### src/rtl/regwb_arbiter.sv
`default_nettype none
// ============================================================================
//  Module      : regwb_arbiter
//  Description : Write-back arbiter and register scoreboard for an
//                NREG x DW register bank.
//                - Two write-back sources share the bank's single write port:
//                  ALU and the memory load unit. Each cycle one of them is
//                  granted, with round-robin fairness when both request.
//                - The winner's write is registered and presented to the
//                  bank one cycle later.
//                - A busy bit per register records a pending write. The
//                  issue logic uses it to stall on RAW and WAW hazards.
//
//  Optional feature:
//                REGWB_BYPASS_EN - when defined, a register whose write is
//                on the bank port this cycle (wr_en=1, wr_addr) does not
//                cause a stall. Sources are forwarded from wr_data by the
//                issue unit. The destination check is also dropped, because
//                the new reservation's set overrides the same-edge clear.
//
//  Ports       :
//    clk, rst                      clock, synchronous active-high reset
//    iss_valid/src1/src2/dest      issue request and its register operands
//    iss_stall                     combinational hazard stall to issue unit
//    alu_req/addr/data, alu_gnt    ALU write-back request and grant
//    mem_req/addr/data, mem_gnt    load write-back request and grant
//    wr_en/wr_addr/wr_data         registered write port to register bank
//    busy_vec                      scoreboard, bit i = write pending to reg i
//    err_unres                     sticky: write granted to unreserved reg
//
//  Revision    : 1.0 - initial release
// ============================================================================
module regwb_arbiter #(
    parameter int DW = 8,
    parameter int AW = 3
) (
    input  logic              clk,
    input  logic              rst,
    // issue side
    input  logic              iss_valid,
    input  logic [AW-1:0]     iss_src1,
    input  logic [AW-1:0]     iss_src2,
    input  logic [AW-1:0]     iss_dest,
    output logic              iss_stall,
    // ALU write-back source
    input  logic              alu_req,
    input  logic [AW-1:0]     alu_addr,
    input  logic [DW-1:0]     alu_data,
    output logic              alu_gnt,
    // load write-back source
    input  logic              mem_req,
    input  logic [AW-1:0]     mem_addr,
    input  logic [DW-1:0]     mem_data,
    output logic              mem_gnt,
    // register bank write port
    output logic              wr_en,
    output logic [AW-1:0]     wr_addr,
    output logic [DW-1:0]     wr_data,
    // scoreboard and status
    output logic [2**AW-1:0]  busy_vec,
    output logic              err_unres
);

    localparam int c_NREG = 2**AW;

    // ------------------------------------------------------------------------
    // State
    // ------------------------------------------------------------------------
    // r_last_alu: 1 when the ALU won the most recent contended arbitration.
    // Reset to 0 so the ALU is favoured at the first contention.
    logic                r_last_alu;
    logic                r_wr_en;
    logic [AW-1:0]       r_wr_addr;
    logic [DW-1:0]       r_wr_data;
    logic [c_NREG-1:0]   r_busy;
    logic                r_err;

    // ------------------------------------------------------------------------
    // Combinational signals
    // ------------------------------------------------------------------------
    logic                w_contend;
    logic                w_alu_gnt;
    logic                w_mem_gnt;
    logic                w_any_gnt;
    logic [AW-1:0]       w_win_addr;
    logic [DW-1:0]       w_win_data;
    logic                w_src1_busy;
    logic                w_src2_busy;
    logic                w_dest_busy;
    logic                w_stall;
    logic                w_issue;
    logic                w_unres;
    logic [c_NREG-1:0]   w_busy_nxt;

    // ------------------------------------------------------------------------
    // Arbitration
    // ------------------------------------------------------------------------
    // A lone requester always wins. Under contention the source that lost
    // last time wins now, which alternates grants under sustained contention.
    always_comb begin
        w_contend  = alu_req & mem_req;
        w_alu_gnt  = alu_req & (~mem_req | ~r_last_alu);
        w_mem_gnt  = mem_req & (~alu_req |  r_last_alu);
        w_any_gnt  = w_alu_gnt | w_mem_gnt;
        w_win_addr = w_alu_gnt ? alu_addr : mem_addr;
        w_win_data = w_alu_gnt ? alu_data : mem_data;
        // The busy bit is checked as seen in the grant cycle.
        w_unres    = w_any_gnt & ~r_busy[w_win_addr];
    end

    assign alu_gnt = w_alu_gnt;
    assign mem_gnt = w_mem_gnt;

    // ------------------------------------------------------------------------
    // Hazard detection
    // ------------------------------------------------------------------------
    always_comb begin
`ifdef REGWB_BYPASS_EN
        // The register being written right now frees at this edge. Its
        // value is forwarded from wr_data, so it is not a hazard.
        w_src1_busy = r_busy[iss_src1] & ~(r_wr_en & (iss_src1 == r_wr_addr));
        w_src2_busy = r_busy[iss_src2] & ~(r_wr_en & (iss_src2 == r_wr_addr));
        // Safe because a set beats a same-edge clear of the same register.
        w_dest_busy = r_busy[iss_dest] & ~(r_wr_en & (iss_dest == r_wr_addr));
`else
        w_src1_busy = r_busy[iss_src1];
        w_src2_busy = r_busy[iss_src2];
        w_dest_busy = r_busy[iss_dest];
`endif
        w_stall = iss_valid & (w_src1_busy | w_src2_busy | w_dest_busy);
        w_issue = iss_valid & ~w_stall;
    end

    assign iss_stall = w_stall;

    // ------------------------------------------------------------------------
    // Scoreboard next state
    // ------------------------------------------------------------------------
    // Each bit clears when its write is on the bank port. It sets when an
    // accepted issue reserves it. The set term is ORed last, so a
    // reservation made in the same cycle as the clear survives.
    generate
        for (genvar gi = 0; gi < c_NREG; gi++) begin : g_busy
            logic w_set;
            logic w_clr;
            assign w_set = w_issue & (iss_dest == AW'(gi));
            assign w_clr = r_wr_en & (r_wr_addr == AW'(gi));
            assign w_busy_nxt[gi] = w_set | (r_busy[gi] & ~w_clr);
        end
    endgenerate

    // ------------------------------------------------------------------------
    // Sequential state
    // ------------------------------------------------------------------------
    always_ff @(posedge clk) begin
        if (rst) begin
            // A grant in the reset cycle is dropped here. No write follows.
            r_last_alu <= 1'b0;
            r_wr_en    <= 1'b0;
            r_wr_addr  <= '0;
            r_wr_data  <= '0;
            r_busy     <= '0;
            r_err      <= 1'b0;
        end else begin
            // The pointer moves only when both sources competed.
            if (w_contend) begin
                r_last_alu <= w_alu_gnt;
            end
            r_wr_en <= w_any_gnt;
            // Address and data hold when there is no grant. They are only
            // meaningful while wr_en is high.
            if (w_any_gnt) begin
                r_wr_addr <= w_win_addr;
                r_wr_data <= w_win_data;
            end
            r_busy <= w_busy_nxt;
            if (w_unres) begin
                r_err <= 1'b1;
            end
        end
    end

    assign wr_en     = r_wr_en;
    assign wr_addr   = r_wr_addr;
    assign wr_data   = r_wr_data;
    assign busy_vec  = r_busy;
    assign err_unres = r_err;

endmodule
`default_nettype wire

### config.mk
export PLATFORM = sky130hd
export DESIGN_NAME = regwb_arbiter
export DESIGN_NICKNAME = d
export VERILOG_FILES = /design/src/rtl/regwb_arbiter.sv
export SDC_FILE = /design/constraint.sdc
export NUM_CORES = 1
export LEC_CHECK = 0
export CAP_MARGIN = 40
export CORE_MARGIN = 5
export CORE_UTILIZATION = 28
export DETAILED_ROUTE_END_ITERATION = 10
export GPL_ROUTABILITY_DRIVEN = 0
export SYNTH_ARGS = -nofsm -noshare
export SYNTH_HDL_FRONTEND = slang
export SYNTH_SLANG_ARGS = --single-unit
### constraint.sdc
create_clock -name clk -period 2.1 [get_ports clk]
set_clock_uncertainty 0.1 [all_clocks]
set_input_delay 0.21 -clock clk [delete_from_list [all_inputs] [get_ports clk]]
set_output_delay 0.21 -clock clk [all_outputs]
set_load 0.01 [all_outputs]
**After elaboration in Yosys (flattened, before gate mapping)**

Index checks and enable logic that the tools add are counted.

- Flip-flop bits (word level): 22
- Output and inout port bits: 24

- Muxes and demuxes: 10
- Equal/unequal tests: 14
- Bitwise operators: 56
- $lt $le $gt $ge: 4
- Reductions and logical operators: 2

Operator list:

| operator | count |
|---|---|
| $and 1x1->1 | 30 |
| $eq 3x3->1 const B | 8 |
| $lt 3x4->1 const B | 4 |
| $not 1->1 | 13 |
| $or 1x1->1 | 13 |
| $bmux 1 s3 | 4 |
| $eq 3x2->1 const B | 4 |
| $mux 8 | 1 |
| $eq 3x1->1 const B | 2 |
| $logic_not 3->1 | 2 |
| $mux 1 | 4 |
| $mux 3 | 1 |

**Longest topological paths before layout**

- Word-level depth: 9
- Mapped depth: 8
- Depth with buffers taken out: 7

**Least setup slack after synthesis**

OpenSTA, ideal clock, no wires.

- Kind: register -> register
- Start point: register r_busy[5], in the netlist busy_vec[5]
- End point: register r_busy[6], in the netlist busy_vec[6]
- Arrival time: 1.659 ns
- Setup time: 0.059 ns
- Stages on the path, launching flop included: 6
- Required time: 1.941 ns
- Clock period less this slack: 1.818 ns
- Path slack: 0.282 ns
- Buffers on the path: 0
- Path through: dfxtp_1 mux4_1 mux2_2 a211oi_2 and3b_2 a31o_1

- Word-level cells in the longest chain between the ends: 9

Ends and longest elaborated chain:

| what | line | text |
|---|---|---|
| start: declaration | 75 | `logic [c_NREG-1:0] r_busy;` |
| start signal: assignment | 176 | `r_busy <= w_busy_nxt;` |
| $bmux 1 s3, on equally long branches | 126, 127 |  |
| $mux 1, on equally long branches | 126, 127 |  |
| $or 1x1->1 | 130 | `w_stall = iss_valid & (w_src1_busy \| w_src2_busy \| w_dest_busy);` |
| $or 1x1->1 * | 130 |  |
| $and 1x1->1 * | 130 |  |
| $not 1->1 * | 131 | `w_issue = iss_valid & ~w_stall;` |
| $and 1x1->1 * | 131 |  |
| $and 1x1->1 * | 146 | `assign w_set = w_issue & (iss_dest == AW'(gi));` |
| $or 1x1->1 * | 148 | `assign w_busy_nxt[gi] = w_set \| (r_busy[gi] & ~w_clr);` |

Every way passes the cells marked *; elsewhere a longest branch is shown, timed or not. The select of a mux whose other input is x is not followed.
A chain may end at the register's enable or synchronous reset.

**Worst setup path in the final report**

- Start point: register r_busy[0], in the netlist busy_vec[0]
- End point: output port iss_stall

- Word-level cells in the longest chain between the ends: 5

Ends and longest elaborated chain:

| what | line | text |
|---|---|---|
| $bmux 1 s3, on equally long branches | 126, 127 |  |
| $mux 1, on equally long branches | 126, 127 |  |
| $or 1x1->1 | 130 |  |
| $or 1x1->1 * | 130 |  |
| $and 1x1->1 * | 130 |  |
| end: declaration | 44 | `output logic iss_stall,` |

Marks and branches as above.

==> results.toml <==
[global_routing]
grt_max_degree = 24
grt_use_total_pct = 13.63
antenna_found_initial = 0
grt_pass1_wl_mm = 6.927
grt_pass1_vias = 1357
grt_remaining_overflow = 0

[route]
dr.pass1.iters = 4
avgRoutedWirePerCell_um = 14.46
drc = 0
vias = 1486
wl_mm = 4.396
drt-initial-drc-count = 94
drt-vias-per-instance = 4.888
postRouteAntennaNets = 0

[setup_path]
crit_path_end_kind = "output port"
worstPathRequired_ns = 1.79
crit_path_start = "busy_vec[0]"
cp-endpoint = "iss_stall"
reg2regPathDepth = 7
timing.rr.start = "busy_vec[0]"
crit_type = "register to output port"
crit_fanout = 3
r2r_slack_ns = 0.08
critPathLaunchType = "register"
rr_endpoint = "busy_vec[1]"
worstPathArrival_ns = 1.78

[sta]
finalCritPeriodShare_pct = 99.56
clock.fmax_mhz = 478.3
whs_ns = 0.4465
fin_crit_ns = 2.091
setup_viol = 0
worstMarginPinSlew_ns = 0.4064
hold_violations = 0
rsz0062_at_grt = "yes"
slew_headroom_pct = 72.56
maxSlewViolCount = 0

[cells_and_area]
final_common_cell = "clkdlybuf4s50_1"
fillers = 461
syn2layout_area_growth_pct = 66.64
layout_common_cells = "clkdlybuf4s50_1, buf_4, mux2i_1, dfxtp_1"
drive_above_1_share_pct = 21.10
nNetsFinal = 274
design_area_mm2 = 0.002318
layout.cells.non_filler = 304
antenna_cells = 0

[synthesis]
synth_edf_count = 0
synth_async_sr_flop_share_pct = 0
synth_area_mm2 = 0.001391
ys_types = 38
syn-num-nets = 193
ys_warn_count = 0
seq_area_frac_synth_pct = 31.65
synthCells = 157
syn_avg_cell_area_um2 = 8.862
ys_ff_latch = 22
synth_ff_type = "dfxtp_1"

[floorplanning]
io_pins = 60
dieArea_mm2 = 0.006479
fp.dieW_um = 80.49
rows = 25
fp.dieH_um = 80.49
initial_core_util_pct = 29.07
core_area_mm2 = 0.004786

[run]
cap_viol_max_count = 0

[placement]
io_buffers = 59
post-dp-hpwl_mm = 3.327
dp.cells = 296
dpl_cell_area_mm2 = 0.002200

[clock_tree]
cts.reportedPaths.clkPinSlew_ns = 0.09
clock_sinks = 22
root_buffer = "clkbuf_8"
clk_path_buf_depth = 2
cts_hold_buf = 0
htree_levels = 1
cts_buffers = 3
cts_tree = "done"
clk_latency_ns = 0.27

[power_and_ir_drop]
ir_drop_uv = 264.7
powerDensity_mw_per_mm2 = 533.5
power.leakage_nw = 0.9550

[hold_path]
hp-start = "err_unres"
hp-class = "register to register"

[run_status]
status = "finished clean"
-- report_power, final --
part / total (mW) / switching, mW / internal [mW] / leakage, nW
sequential: 0.473 / 0.0251 / 0.447 / 0.184
combinational: 0.359 / 0.151 / 0.208 / 0.735
clock: 0.406 / 0.151 / 0.255 / 0.0357
-- logic make-up after synthesis --
group	synth area share, %
flip-flops	31.65
multiplexers	25.09
XOR/XNOR	0.6296
buffers and inverters	6.564
AO/OA/AOI/OAI	23.65
AND/OR/NAND/NOR	12.41
-- synthesized netlist by cell type, types with 2 or more instances --
cell	instances	area, um2
mux4_2	3	67.56
nand2_1	12	45.04
inv_1	12	45.04
clkinv_1	2	7.510
a31oi_1	8	50.05
nor2b_1	3	18.77
a21oi_1	9	45.04
o211ai_1	5	37.54
mux2_2	3	33.78
mux2i_1	17	170.2
mux4_1	2	52.55
o311ai_0	2	17.52
o21ai_0	11	55.05
nor2_1	8	30.03
dfxtp_1	22	440.4
nand3_1	2	10.01
nor3_1	5	25.02
clkbuf_1	9	33.78
a32o_1	3	30.03
-- worst min-delay path by stage --
stage          cells past startpoint          to
2_1_floorplan                      2       wr_en
3_3_place_gp                       2   err_unres
3_5_place_dp                       2   err_unres
4_1_cts                            2   err_unres
5_1_grt                            3  wr_data[2]
6_report                           2   err_unres
-- stage by stage --
stage / power [mW] / setup WS, ns / TNS [ns] / util [%]
floorplan: 0.6312 / 0.2816 / 0 / -
global placement: 0.8311 / -0.5409 / -2.753 / 45.96
detailed placement: 0.8319 / -0.5701 / -3.065 / 45.96
CTS: 1.237 / -0.03038 / -0.03038 / 47.82
global route: 1.292 / -0.07201 / -0.08258 / 48.44
finish: 1.237 / 0.009140 / 0 / 48.44
-- layer usage --
metal | share of wire [%] | global-route usage [%]
met3 | 4.8 | 1.682
met5 | 0 | 0
met1 | 50 | 20.47
met2 | 44 | 19.78
met4 | 1.0 | 4.561
-- final cells by class --
cell class              count  area (um2)  share of cell area (%)
inverters                  14       52.55                   2.267
repair buffers             86       793.3                   34.21
multi-input cells         111       870.8                   37.56
clock inverters             1       30.03                   1.295
clock buffers               3       41.29                   1.781
flip-flops and latches     22       446.7                   19.27
well taps                  67       83.83                   3.616
-- worst max-delay path, stage by stage, from the launching register on --
cell and delay, ns:
dfxtp_2 0.34, buf_6 0.12, mux4_2 0.45, nor2b_4 0.15, a211oi_4 0.23, a21boi_1 0.08
buf_2 0.14
-- registers in the layout, indices dropped and copies added, names as in the netlist --
name / flops
err_unres: 1
wr_addr: 3
wr_data: 8
r_last_alu: 1
busy_vec: 8
wr_en: 1
-- repair_timing --
item,CTS,global route
buffers inserted,3,1
gates resized for setup,15,5
pin swaps,2,2
endpoints found under the setup margin,8,3
No activity file was read; power rests on OpenSTA's default activity.
